$ cat config.mk
export PLATFORM = sky130hd
export DESIGN_NAME = exibe_sequencia_controle
export DESIGN_NICKNAME = d
export VERILOG_FILES = /design/src/rtl/exibe_sequencia_controle.sv
export SDC_FILE = /design/constraint.sdc
export NUM_CORES = 1
export LEC_CHECK = 0
export CELL_PAD_IN_SITES_DETAIL_PLACEMENT = 1
export CELL_PAD_IN_SITES_GLOBAL_PLACEMENT = 2
export CORE_ASPECT_RATIO = 1.1
export CORE_MARGIN = 4
export CORE_UTILIZATION = 25
export CTS_BUF_LIST = sky130_fd_sc_hd__clkbuf_4 sky130_fd_sc_hd__clkbuf_8 sky130_fd_sc_hd__clkbuf_16
export CTS_CLUSTER_DIAMETER = 50
export DETAILED_ROUTE_END_ITERATION = 6
export GPL_TIMING_DRIVEN = 1
export PLACE_DENSITY_LB_ADDON = 0.1
export REMOVE_ABC_BUFFERS = 1
export SYNTH_ARGS = -nofsm -noshare
export SYNTH_HDL_FRONTEND = slang
export SYNTH_SLANG_ARGS = --single-unit
$ cat constraint.sdc
create_clock -name clock -period 3.8 [get_ports clock]
set_input_delay 1.14 -clock clock [delete_from_list [all_inputs] [get_ports clock]]
set_output_delay 1.14 -clock clock [all_outputs]
set_load 0.005 [all_outputs]
$ cat src/rtl/exibe_sequencia_controle.sv
// rtl/exibe_sequencia_controle.sv - LED playback sequencer for the memory game
//
// Purpose: on a start request, walks the sequence memory from address 0 up to
// a latched limit. Each entry is shown on the LEDs for T_ACESO cycles and then
// blanked for T_APAGADO cycles. A one-cycle flag marks completion.
//
// Ports:
//   clock        in   system clock, rising edge
//   reset        in   asynchronous active-high reset
//   iniciar      in   start request, sampled only while idle
//   cancelar     in   synchronous abort back to idle, no completion pulse
//   limite       in   last address to display, latched when a run starts
//   dado_memoria in   sequence memory word at endereco (combinational read)
//   endereco     out  registered sequence memory address
//   leds         out  LED drive
//   exibindo     out  high whenever not idle
//   fim_exibicao out  one-cycle completion pulse
//   db_estado    out  current state code for debug display
module exibe_sequencia_controle #(
   parameter int T_ACESO   = 1000,
   parameter int T_APAGADO = 500,
   parameter int TW        = 16
) (
   input  logic       clock,
   input  logic       reset,
   input  logic       iniciar,
   input  logic       cancelar,
   input  logic [3:0] limite,
   input  logic [3:0] dado_memoria,
   output logic [3:0] endereco,
   output logic [3:0] leds,
   output logic       exibindo,
   output logic       fim_exibicao,
   output logic [3:0] db_estado
);

   typedef enum logic [3:0] {
      OCIOSO  = 4'd0,
      PREPARA = 4'd1,
      ACENDE  = 4'd2,
      APAGA   = 4'd3,
      AVANCA  = 4'd4,
      TERMINA = 4'd5
   } estado_t;

   // Last timer value of each phase; the phase ends on the edge that sees it.
   localparam logic [TW-1:0] ACESO_ULT   = TW'(T_ACESO - 1);
   localparam logic [TW-1:0] APAGADO_ULT = TW'(T_APAGADO - 1);

   estado_t       estado_q;
   logic [3:0]    endereco_q;
   logic [3:0]    limite_q;
   logic [TW-1:0] timer_q;

   always_ff @(posedge clock or posedge reset) begin
      if (reset) begin
         estado_q   <= OCIOSO;
         endereco_q <= '0;
         timer_q    <= '0;
         limite_q   <= '0;
      end else if (cancelar && estado_q != OCIOSO) begin
         // Abort wins over every in-flight transition and skips TERMINA.
         estado_q   <= OCIOSO;
         endereco_q <= '0;
         timer_q    <= '0;
      end else begin
         case (estado_q)
            OCIOSO: begin
               endereco_q <= '0;
               timer_q    <= '0;
               if (iniciar && !cancelar) estado_q <= PREPARA;
            end
            PREPARA: begin
               endereco_q <= '0;
               timer_q    <= '0;
               limite_q   <= limite;
               estado_q   <= ACENDE;
            end
            ACENDE: begin
               if (timer_q == ACESO_ULT) begin
                  timer_q  <= '0;
                  estado_q <= APAGA;
               end else begin
                  timer_q <= timer_q + 1'b1;
               end
            end
            APAGA: begin
               if (timer_q == APAGADO_ULT) begin
                  timer_q  <= '0;
                  // Finishing at the limit keeps endereco from ever wrapping.
                  estado_q <= (endereco_q == limite_q) ? TERMINA : AVANCA;
               end else begin
                  timer_q <= timer_q + 1'b1;
               end
            end
            AVANCA: begin
               endereco_q <= endereco_q + 1'b1;
               timer_q    <= '0;
               estado_q   <= ACENDE;
            end
            TERMINA: begin
               // Clear the address so idle always presents address 0.
               endereco_q <= '0;
               timer_q    <= '0;
               estado_q   <= OCIOSO;
            end
            default: begin
               endereco_q <= '0;
               timer_q    <= '0;
               estado_q   <= OCIOSO;
            end
         endcase
      end
   end

   // Moore outputs decoded from the registered state.
   assign endereco     = endereco_q;
   assign leds         = (estado_q == ACENDE) ? dado_memoria : 4'd0;
   assign exibindo     = (estado_q != OCIOSO);
   assign fim_exibicao = (estado_q == TERMINA);
   assign db_estado    = estado_q;

endmodule
---- Word-level counts from Yosys, hierarchy flattened ----
Index checks and enable logic that the tools add are counted.
word-level totals
  flip-flop bits (word level) ............. 28
  output and inout port bits .............. 14
cells by class
  $add $sub $neg .......................... 2
  equality and inequality tests ........... 12
  mux-type cells .......................... 13
  bitwise gates (word level) .............. 1
  reduce and logical (&&, ||, !) cells .... 9
operator list
  cell                     count
  $mux W16                 3
  $pmux W16 S2             1
  $mux W4                  6
  $add A16 B1 Y16 const B  1
  $eq A16 B10 Y1 const B   1
  $eq A16 B9 Y1 const B    1
  $pmux W4 S4              1
  $ne A3 B3 Y1 const B     3
  $eq A4 B2 Y1 const B     2
  $eq A4 B3 Y1 const B     2
  $pmux W4 S2              1
  $add A4 B1 Y4 const B    1
  $eq A4 B1 Y1 const B     1
  $eq A4 B4 Y1             1
  $logic_not A4 Y1         1
  $reduce_bool A4 Y1       1
  $reduce_or A2 Y1         2
  $reduce_and A3 Y1        1
  $logic_and A1 B1 Y1      2
  $ne A2 B1 Y1 const B     1
  $reduce_and A2 Y1        1
  $logic_not A1 Y1         1
  $mux W1                  1
  $not A1 Y1               1

---- Depth between registers and ports, before layout ----
Gate-level depths: netlist (run 1).
  depth in word-level cells ............... 5
  depth in mapped cells ................... 6
  depth with buffers taken out ............ 5

---- Worst setup path after synthesis (run 1) ----
Ideal clock, no wire load.
  path kind ............................... in2out
  start ................................... input port dado_memoria[0]
  end ..................................... output port leds[0]
  arrival time ............................ 1.292 ns
  setup slack ............................. 1.368 ns
  stages on the path ...................... 1
  buffers on the path ..................... 0
  cells stage by stage .................... and3_1
between the ends
  cells in the longest elaborated chain, start to end .. 1
ends and longest elaborated chain
  what                line  RTL
  start: declaration  29    input logic [3:0] dado_memoria,
  $mux W4             118   assign leds = (estado_q == ACENDE) ? dado_memoria : 4'd0;
  end: declaration    31    output logic [3:0] leds,
No other way between the ends.

---- Final worst setup path (run 1) ----
Ends and elaborated chain as after synthesis.

==> reports/qor.csv, run 1 <==
metric,value,unit
period_share,0.895,
grt_max_degree,28,
start_util,0.256,
port_buffers,24,
antenna_found_initial,0,
grt_use_met1,0.134,
cts_buffers,3,
cts_resized,0,
ios,26,
peakVddDrop,0.132,mV
gp_congestion,0.724,
worstMarginPinSlew,0.744,ns
cp_cell_sequence,clkdlybuf4s50_1 > and3_1 > clkdlybuf4s50_1,
fin_skew,0.00623,ns
hold_path_class,reg2reg,
status,finished clean,
layout_min_cycle_time,3.40,ns
rr_endpoint,db_estado[1],
cp_slowest_cell,clkdlybuf4s50_1,
cts_num_sinks,27,
tritoncts,yes,
rsz0062_at_grt,no,
hold_ws,0.508,ns
drtIter0Drc,61,
die_height,88.4,µm
setup_viol,0,
avgSynthCellArea,9.93,µm²
worstPathArrival,2.26,ns
root_buffer,clkbuf_8,
p_leak,0.705,nW
drive_gt1_frac,0.0867,
synth.yosys.seq_area_share,0.460,
critPathKind,in2out,
fin_tns_setup,0,ns
hp-start,timer_q[0],
power,0.642,mW
reg2reg_slack,1.44,ns
synthFlopType,dfrtp_1,
final_nets,188,
rows,29,
routed_wirelength,3.99,mm
crit_family,buffers and inverters,
slew_headroom,0.503,
finalMaxSlewViolations,0,
met2_usage,0.235,
cts.clk_slew.worst_paths,0.09,ns
synthMostInstantiatedCell,dfrtp_1,
clk_latency,0.27,ns
synth_warnings,0,
yosys.cell_types.count,39,
holdPathEnd,timer_q[0],
synth_area,0.00147,mm²
n_antenna_cell,0,
synth_top_cell_by_area,dfrtp_1,
whs_path_depth,1,
postCtsSetupBuffers,0,
grt_pass1_wl,6.76,mm
clockBufferDepth,2,
yosys-top-cells-area,"dfrtp_1, xnor2_1, nor3_1",
ys_ff_latch,27,
critPathMostFrequentCell,clkdlybuf4s50_1,
reg2reg_from,timer_q[10],
die-area,0.00717,mm²
syn_inst,148,
cp-start-kind,input port,
slowest_delay,0.51,ns
yosysTopAreaCellShare,0.460,
syn_to_final_growth,25.4,%
h-tree-depth,1,
fill_cells,692,
grt-ovfl-total,0,
grt.met3_usage,0.0214,
wl_per_cell,16.0,µm
ant_nets,0,
synth_common_cells,"dfrtp_1, nor3_1, xnor2_1",
coreArea,0.00573,mm²
grt_pass1_vias,1339,
synth_edf_count,0,
cts-hold-fix-buffers,0,
vias,1247,
crit_required,2.66,ns
crit_path_max_fanout,1,
hold_violations,0,
firstDrtPassIters,4,
cellPowerDensity,349,mW/mm²
cp-end-kind,primary output,
worst_r2r_path_depth,4,
track_usage,0.121,
max_cap_viol_count,0,
viasPerCell,4.99,
drc,0,
cp_num_buf_inv,2,
die_w,81.1,µm
dp_hpwl,2.92,mm
max_freq,294,MHz
top_usage_layer,met2,
async_reset_ff_frac,1.00,
[per-layer routing]
layer  wire, µm  share of wire  vias up
met1       1590           0.40      638
met4         34         0.0085        0
met3        145          0.036        4
met5          0              0        -
met2       2220           0.56       22
li1           -              -      583
[placed cells by master (no fill, tap or decap), types with 3 or more instances in the layout]
| cell | netlist | final |
|---|---|---|
| dfrtp_1 | 27 | 27 |
| clkdlybuf4s50_1 | 0 | 24 |
| nor3_1 | 18 | 18 |
| xnor2_1 | 13 | 13 |
| nor2_1 | 11 | 11 |
| nand2_1 | 7 | 7 |
| nand4_1 | 6 | 6 |
| xor2_1 | 6 | 6 |
| nor4_1 | 5 | 5 |
| nand3_1 | 5 | 5 |
| mux2_2 | 4 | 4 |
| and3_1 | 4 | 4 |
| or3_1 | 3 | 3 |
| or4_1 | 3 | 3 |
| inv_1 | 3 | 3 |
| nor3b_1 | 3 | 3 |
| clkbuf_8 | 0 | 3 |
| buf_4 | 1 | 3 |
[per-stage QoR]
stage	utilization	std cells	cell area [µm²]	setup WS, ns
floorplan	-	142	1430	1.37
global placement	0.313	246	1790	0.437
detailed placement	0.313	246	1790	0.380
CTS	0.321	250	1840	0.382
global route	0.321	250	1840	0.352
finish	0.321	250	1840	0.399
[how the worst max path moves through the flow]
stage	from	to	slack (ns)	cells past startpoint
after global routing	dado_memoria[0]	leds[0]	0.35	3
final	dado_memoria[0]	leds[0]	0.40	3
after detailed placement	dado_memoria[0]	leds[0]	0.38	3
after global placement	dado_memoria[1]	leds[1]	0.44	3
after floorplan	dado_memoria[0]	leds[0]	1.37	1
after CTS	dado_memoria[0]	leds[0]	0.38	3
[flip-flops by register name, indices dropped and copies added (netlist names)]
register,cells
limite_q,4
endereco,4
timer_q,16
db_estado,3
[logic make-up (layout without fill, tap and decap cells)]
group           after synthesis  after routing  share of synthesized area
xor+xnor                     19             19                      0.113
compound gates               14             14                     0.0707
simple gates                 71             71                      0.272
fa+ha+maj                     2              2                     0.0170
other cells                   1              1                    0.00255
mux                           4              4                     0.0307
flops                        27             27                      0.460
buf+inv                      10             35                     0.0341
[where the power goes]
part / total, mW / switching [mW] / internal, mW
combinational: 0.134 / 0.0605 / 0.0736
sequential: 0.334 / 0.0198 / 0.314
clock: 0.174 / 0.0921 / 0.0823
[area by class of cell]
cell class / instances / area, µm² / share of cell area
Clock buffer: 4 / 48.8 / 0.0265
Inverter: 4 / 15.0 / 0.00815
Multi-Input combinational cell: 111 / 743 / 0.404
Sequential cell: 27 / 676 / 0.367
Tap cell: 77 / 96.3 / 0.0523
Timing Repair Buffer: 27 / 263 / 0.143
Power figures use the tool's default switching activity.
==> run 2, diff against run 1 <==
--- a/config.mk
+++ b/config.mk
@@ -8,7 +8,7 @@
 export CELL_PAD_IN_SITES_DETAIL_PLACEMENT = 1
 export CELL_PAD_IN_SITES_GLOBAL_PLACEMENT = 2
 export CORE_ASPECT_RATIO = 1.1
-export CORE_MARGIN = 4
+export CORE_MARGIN = 2
 export CORE_UTILIZATION = 25
 export CTS_BUF_LIST = sky130_fd_sc_hd__clkbuf_4 sky130_fd_sc_hd__clkbuf_8 sky130_fd_sc_hd__clkbuf_16
 export CTS_CLUSTER_DIAMETER = 50
==> run 2 against run 1 <==
Net effect:
- register-to-register slack about the same
- combinational power about the same
- flip-flop and latch count stayed put
- largest cell class unchanged
- largest power group unchanged
==> reports/qor.csv, run 2 (same netlist as run 1, synthesis figures left out) <==
metric,value,unit
regArea,676,µm²
die_height,84.4,µm
crit_path_max_fanout,1,
cp_slowest_cell,clkdlybuf4s50_1,
clkPwrFrac,0.260,
regMostFlops,timer_q,
grt_pass1_vias,1351,
coreArea,0.00573,mm²
vias,1224,
antenna_found_initial,0,
h-tree-depth,1,
cts_buffers,3,
p_sw_frac,0.268,
finalMaxSlewViolations,0,
worstMarginPinSlew,0.717,ns
clk_latency,0.27,ns
slowest_delay,0.51,ns
intPower,0.461,mW
root_buffer,clkbuf_8,
hold_ws,0.511,ns
syn_to_final_growth,25.2,%
cts_num_sinks,27,
hold_violations,0,
largest_reg_flops,16,
worstPathArrival,2.28,ns
drive_gt1_frac,0.0867,
fill_cells,685,
clockBufferDepth,2,
drtIter0Drc,13,
critPathKind,in2out,
reg2reg_slack,1.45,ns
layout_common_cells,"dfrtp_1, clkdlybuf4s50_1, nor3_1",
period_share,0.900,
p_leak,0.704,nW
cts.clk_slew.worst_paths,0.09,ns
layout_min_cycle_time,3.42,ns
pwr-share-seq,0.530,
final_nets,188,
multi_input_area,743,µm²
die_w,77.1,µm
stdcell_area,0.00184,mm²
ios,26,
viasPerCell,4.90,
max_cap_viol_count,0,
p_comb_frac,0.209,
grt_pass1_wl,6.56,mm
tritoncts,yes,
wl_per_cell,15.2,µm
drc,0,
fin_tns_setup,0,ns
max_freq,292,MHz
dp_hpwl,2.84,mm
cts_resized,0,
setup_viol,0,
n_antenna_cell,0,
crit_required,2.66,ns
die-area,0.00651,mm²
grt_max_degree,28,
hold_path_class,reg2reg,
grt-ovfl-total,0,
cts-hold-fix-buffers,0,
gp_congestion,0.727,
cp-end-kind,primary output,
peakVddDrop,0.115,mV
place_area,0.00179,mm²
cp_cell_sequence,clkdlybuf4s50_1 > and3_1 > clkdlybuf4s50_1,
cellPowerDensity,342,mW/mm²
whs_path_depth,1,
routed_wirelength,3.80,mm
rows,29,
status,finished clean,
firstDrtPassIters,2,
port_buffers,24,
slew_headroom,0.520,
ant_nets,0,
final_common_cell,dfrtp_1,
start_util,0.256,
rsz0062_at_grt,no,
track_usage,0.127,
worst_r2r_path_depth,4,
p_sw,0.168,mW
critPathMostFrequentCell,clkdlybuf4s50_1,
postCtsSetupBuffers,0,
fin_skew,0.00177,ns
cp-start-kind,input port,
run 2: cell types whose count changed in the layout (fill, tap and decap cells not counted), sizes merged:
cell,change
clkbuf,-1
clkinv,+1
run 2: critical path: cells and delay by family:
family,cells,cell delay (ns)
buffers and inverters,2,0.97
AND/OR/NAND/NOR,1,0.17
run 2: routing by layer:
metal	global-route usage	wire length [µm]
met2	0.246	2120
met3	0.0226	79
met1	0.137	1540
met4	0.0455	66
met5	0	0
run 2: worst paths after layout:
path | startpoint | to
min | timer_q[0] | timer_q[0]
min in group asynchronous | reset | limite_q[3]
max in group asynchronous | reset | timer_q[8]
max reg2reg | timer_q[10] | db_estado[1]
max | dado_memoria[1] | leds[1]
min reg2reg | timer_q[0] | timer_q[0]
run 2: cell type report:
| type | count | area share |
|---|---|---|
| inverter | 4 | 0.00816 |
| tap | 77 | 0.0524 |
| sequential | 27 | 0.367 |
| clock buffer | 3 | 0.0224 |
| timing repair buffer | 27 | 0.143 |
| multi-input combinational | 111 | 0.404 |
| clock inverter | 1 | 0.00272 |
run 2: metrics by stage:
stage / setup WS (ns) / util / power [mW] / instances
final: 0.381 / 0.321 / 0.629 / 250
after global routing: 0.341 / 0.321 / 0.668 / 250
after CTS: 0.378 / 0.321 / 0.648 / 250
after detailed placement: 0.385 / 0.313 / 0.476 / 246
after global placement: 0.437 / 0.313 / 0.472 / 246
after floorplan: 1.37 / - / 0.412 / 142
run 2: power by group through the flow:
stage | Clock [mW] | Sequential [mW] | Combinational [mW]
global route | 0.184 | 0.337 | 0.147
finish | 0.164 | 0.334 | 0.132
floorplan | 0 | 0.340 | 0.0722
CTS | 0.177 | 0.335 | 0.136
detailed placement | 0 | 0.341 | 0.135
global placement | 0 | 0.339 | 0.133
==> run 3, diff against run 2 <==
--- a/config.mk
+++ b/config.mk
@@ -6,7 +6,7 @@
 export NUM_CORES = 1
 export LEC_CHECK = 0
 export CELL_PAD_IN_SITES_DETAIL_PLACEMENT = 1
-export CELL_PAD_IN_SITES_GLOBAL_PLACEMENT = 2
+export CELL_PAD_IN_SITES_GLOBAL_PLACEMENT = 1
 export CORE_ASPECT_RATIO = 1.1
 export CORE_MARGIN = 2
 export CORE_UTILIZATION = 25
@@ -14,6 +14,7 @@
 export CTS_CLUSTER_DIAMETER = 50
 export DETAILED_ROUTE_END_ITERATION = 6
 export GPL_TIMING_DRIVEN = 1
+export MAX_ROUTING_LAYER = met4
 export PLACE_DENSITY_LB_ADDON = 0.1
 export REMOVE_ABC_BUFFERS = 1
 export SYNTH_ARGS = -nofsm -noshare
==> run 3 against run 2 <==
Net effect:
- count of clock-buffer cells in the layout is the same
- largest cell class unchanged
- combinational power shrank 8%
- die area is the same
- design area shrank 0.41%
- utilization shrank 0.13 points
- clock power is essentially flat
- critical path depth is the same
- flip-flop and latch count is the same
- largest power group unchanged
- power shrank 0.26%
==> reports/qor.csv, run 3 (same netlist as run 1, synthesis figures left out) <==
metric,value,unit
final_common_cell,dfrtp_1,
grt_pass1_vias,1272,
drc,0,
setup_viol,0,
grt_max_degree,28,
worst-path-stages,3,
clk_latency,0.27,ns
viasPerCell,4.90,
track_usage,0.124,
port_buffers,24,
dp_cells,245,
fin_tns_setup,0,ns
vias,1220,
peakVddDrop,0.115,mV
p_sw,0.169,mW
p_comb_frac,0.194,
whs_path_depth,1,
final_nets,187,
fin_skew,0.00362,ns
worst_r2r_path_depth,4,
max_cap_viol_count,0,
rows,29,
gp_congestion,0.720,
crit_path_max_fanout,1,
p_leak,0.699,nW
worstPathArrival,2.24,ns
critPathMostFrequentCell,clkdlybuf4s50_1,
wl_per_cell,14.5,µm
rsz0062_at_grt,no,
layout_min_cycle_time,3.38,ns
rr_endpoint,db_estado[1],
hold_path_class,reg2reg,
die_w,77.1,µm
period_share,0.889,
cp_cell_sequence,clkdlybuf4s50_1 > and3_1 > clkdlybuf4s50_1,
reg2reg_from,timer_q[10],
clockBufferDepth,2,
syn_to_final_growth,24.7,%
cts_resized,0,
hold_violations,0,
reg2reg_slack,1.41,ns
max_freq,296,MHz
regMostFlops,timer_q,
firstDrtPassIters,4,
antenna_found_initial,0,
n_antenna_cell,0,
cp_slowest_cell,clkdlybuf4s50_1,
pwr-share-seq,0.541,
worstMarginPinSlew,0.724,ns
cts.clk_slew.worst_paths,0.10,ns
drive_gt1_frac,0.0814,
p_sw_frac,0.270,
ant_nets,0,
slew_headroom,0.516,
root_buffer,clkbuf_8,
grt-ovfl-total,0,
cp-startpoint,dado_memoria[2],
cp_num_buf_inv,2,
status,finished clean,
dp_hpwl,2.64,mm
h-tree-depth,1,
cellPowerDensity,343,mW/mm²
cp-start-kind,input port,
instances_no_fill,249,
grt_pass1_wl,6.28,mm
die-area,0.00651,mm²
die_height,84.4,µm
crit_family,buffers and inverters,
ios,26,
crit_required,2.66,ns
start_util,0.256,
layout_common_cells,"dfrtp_1, clkdlybuf4s50_1, nor3_1",
intPower,0.458,mW
coreArea,0.00573,mm²
critPathCapture,leds[2],
cts_num_sinks,27,
slowest_delay,0.50,ns
postCtsSetupBuffers,0,
largest_reg_flops,16,
cts_buffers,3,
finalMaxSlewViolations,0,
tritoncts,yes,
clkPwrFrac,0.265,
critPathKind,in2out,
routed_wirelength,3.61,mm
cp-end-kind,primary output,
drtIter0Drc,39,
cts-hold-fix-buffers,0,
-- run 3: cell count changes in the layout (fill, tap and decap cells not counted) --
cell   previous run  this run
buf_4             3         2
-- run 3: final cells by class --
| class | instances | area [µm²] |
|---|---|---|
| Fill cell | 690 | 3900 |
| Multi-Input combinational cell | 111 | 743 |
| Sequential cell | 27 | 676 |
| Timing Repair Buffer | 26 | 255 |
| Tap cell | 77 | 96.3 |
| Clock buffer | 3 | 41.3 |
| Inverter | 4 | 15.0 |
| Clock inverter | 1 | 5.00 |
-- run 3: power groups by stage --
stage	clock network (mW)	logic, mW	registers (mW)
detailed placement	0	0.126	0.346
finish	0.167	0.122	0.339
global route	0.190	0.136	0.345
global placement	0	0.123	0.345
CTS	0.179	0.126	0.340
floorplan	0	0.0722	0.340
-- run 3: stage by stage --
stage / util / hold WS (ns) / total power, mW / setup slack, ns / cell area (µm²)
6_report: 0.320 / 0.500 / 0.628 / 0.421 / 1830
5_1_grt: 0.320 / 0.524 / 0.671 / 0.357 / 1830
4_1_cts: 0.320 / 0.510 / 0.645 / 0.405 / 1830
3_5_place_dp: 0.311 / 0.495 / 0.472 / 0.410 / 1790
3_3_place_gp: 0.311 / 0.484 / 0.468 / 0.437 / 1790
2_1_floorplan: - / 0.465 / 0.412 / 1.37 / 1430
-- run 3: worst min-delay path by stage --
stage	from	end	slack, ns
detailed placement	timer_q[0]	timer_q[0]	0.50
CTS	timer_q[0]	timer_q[0]	0.51
floorplan	timer_q[0]	timer_q[0]	0.47
finish	timer_q[0]	timer_q[0]	0.50
global route	timer_q[0]	timer_q[0]	0.52
global placement	timer_q[0]	timer_q[0]	0.48
-- run 3: routing by layer --
metal | up-vias | global-route usage | share of wire
li1 | 585 | - | -
met1 | 611 | 0.151 | 0.45
met2 | 22 | 0.211 | 0.51
met3 | 2 | 0.0194 | 0.032
met4 | 0 | 0.0390 | 0.0064
met5 | - | - | 0
-- run 3: worst reg2reg max path: stages, from the launching register on --
cell     delay, ns
dfrtp_1       0.44
or4_1         0.59
or3_4         0.42
nor3_4        0.62
o32ai_2       0.17
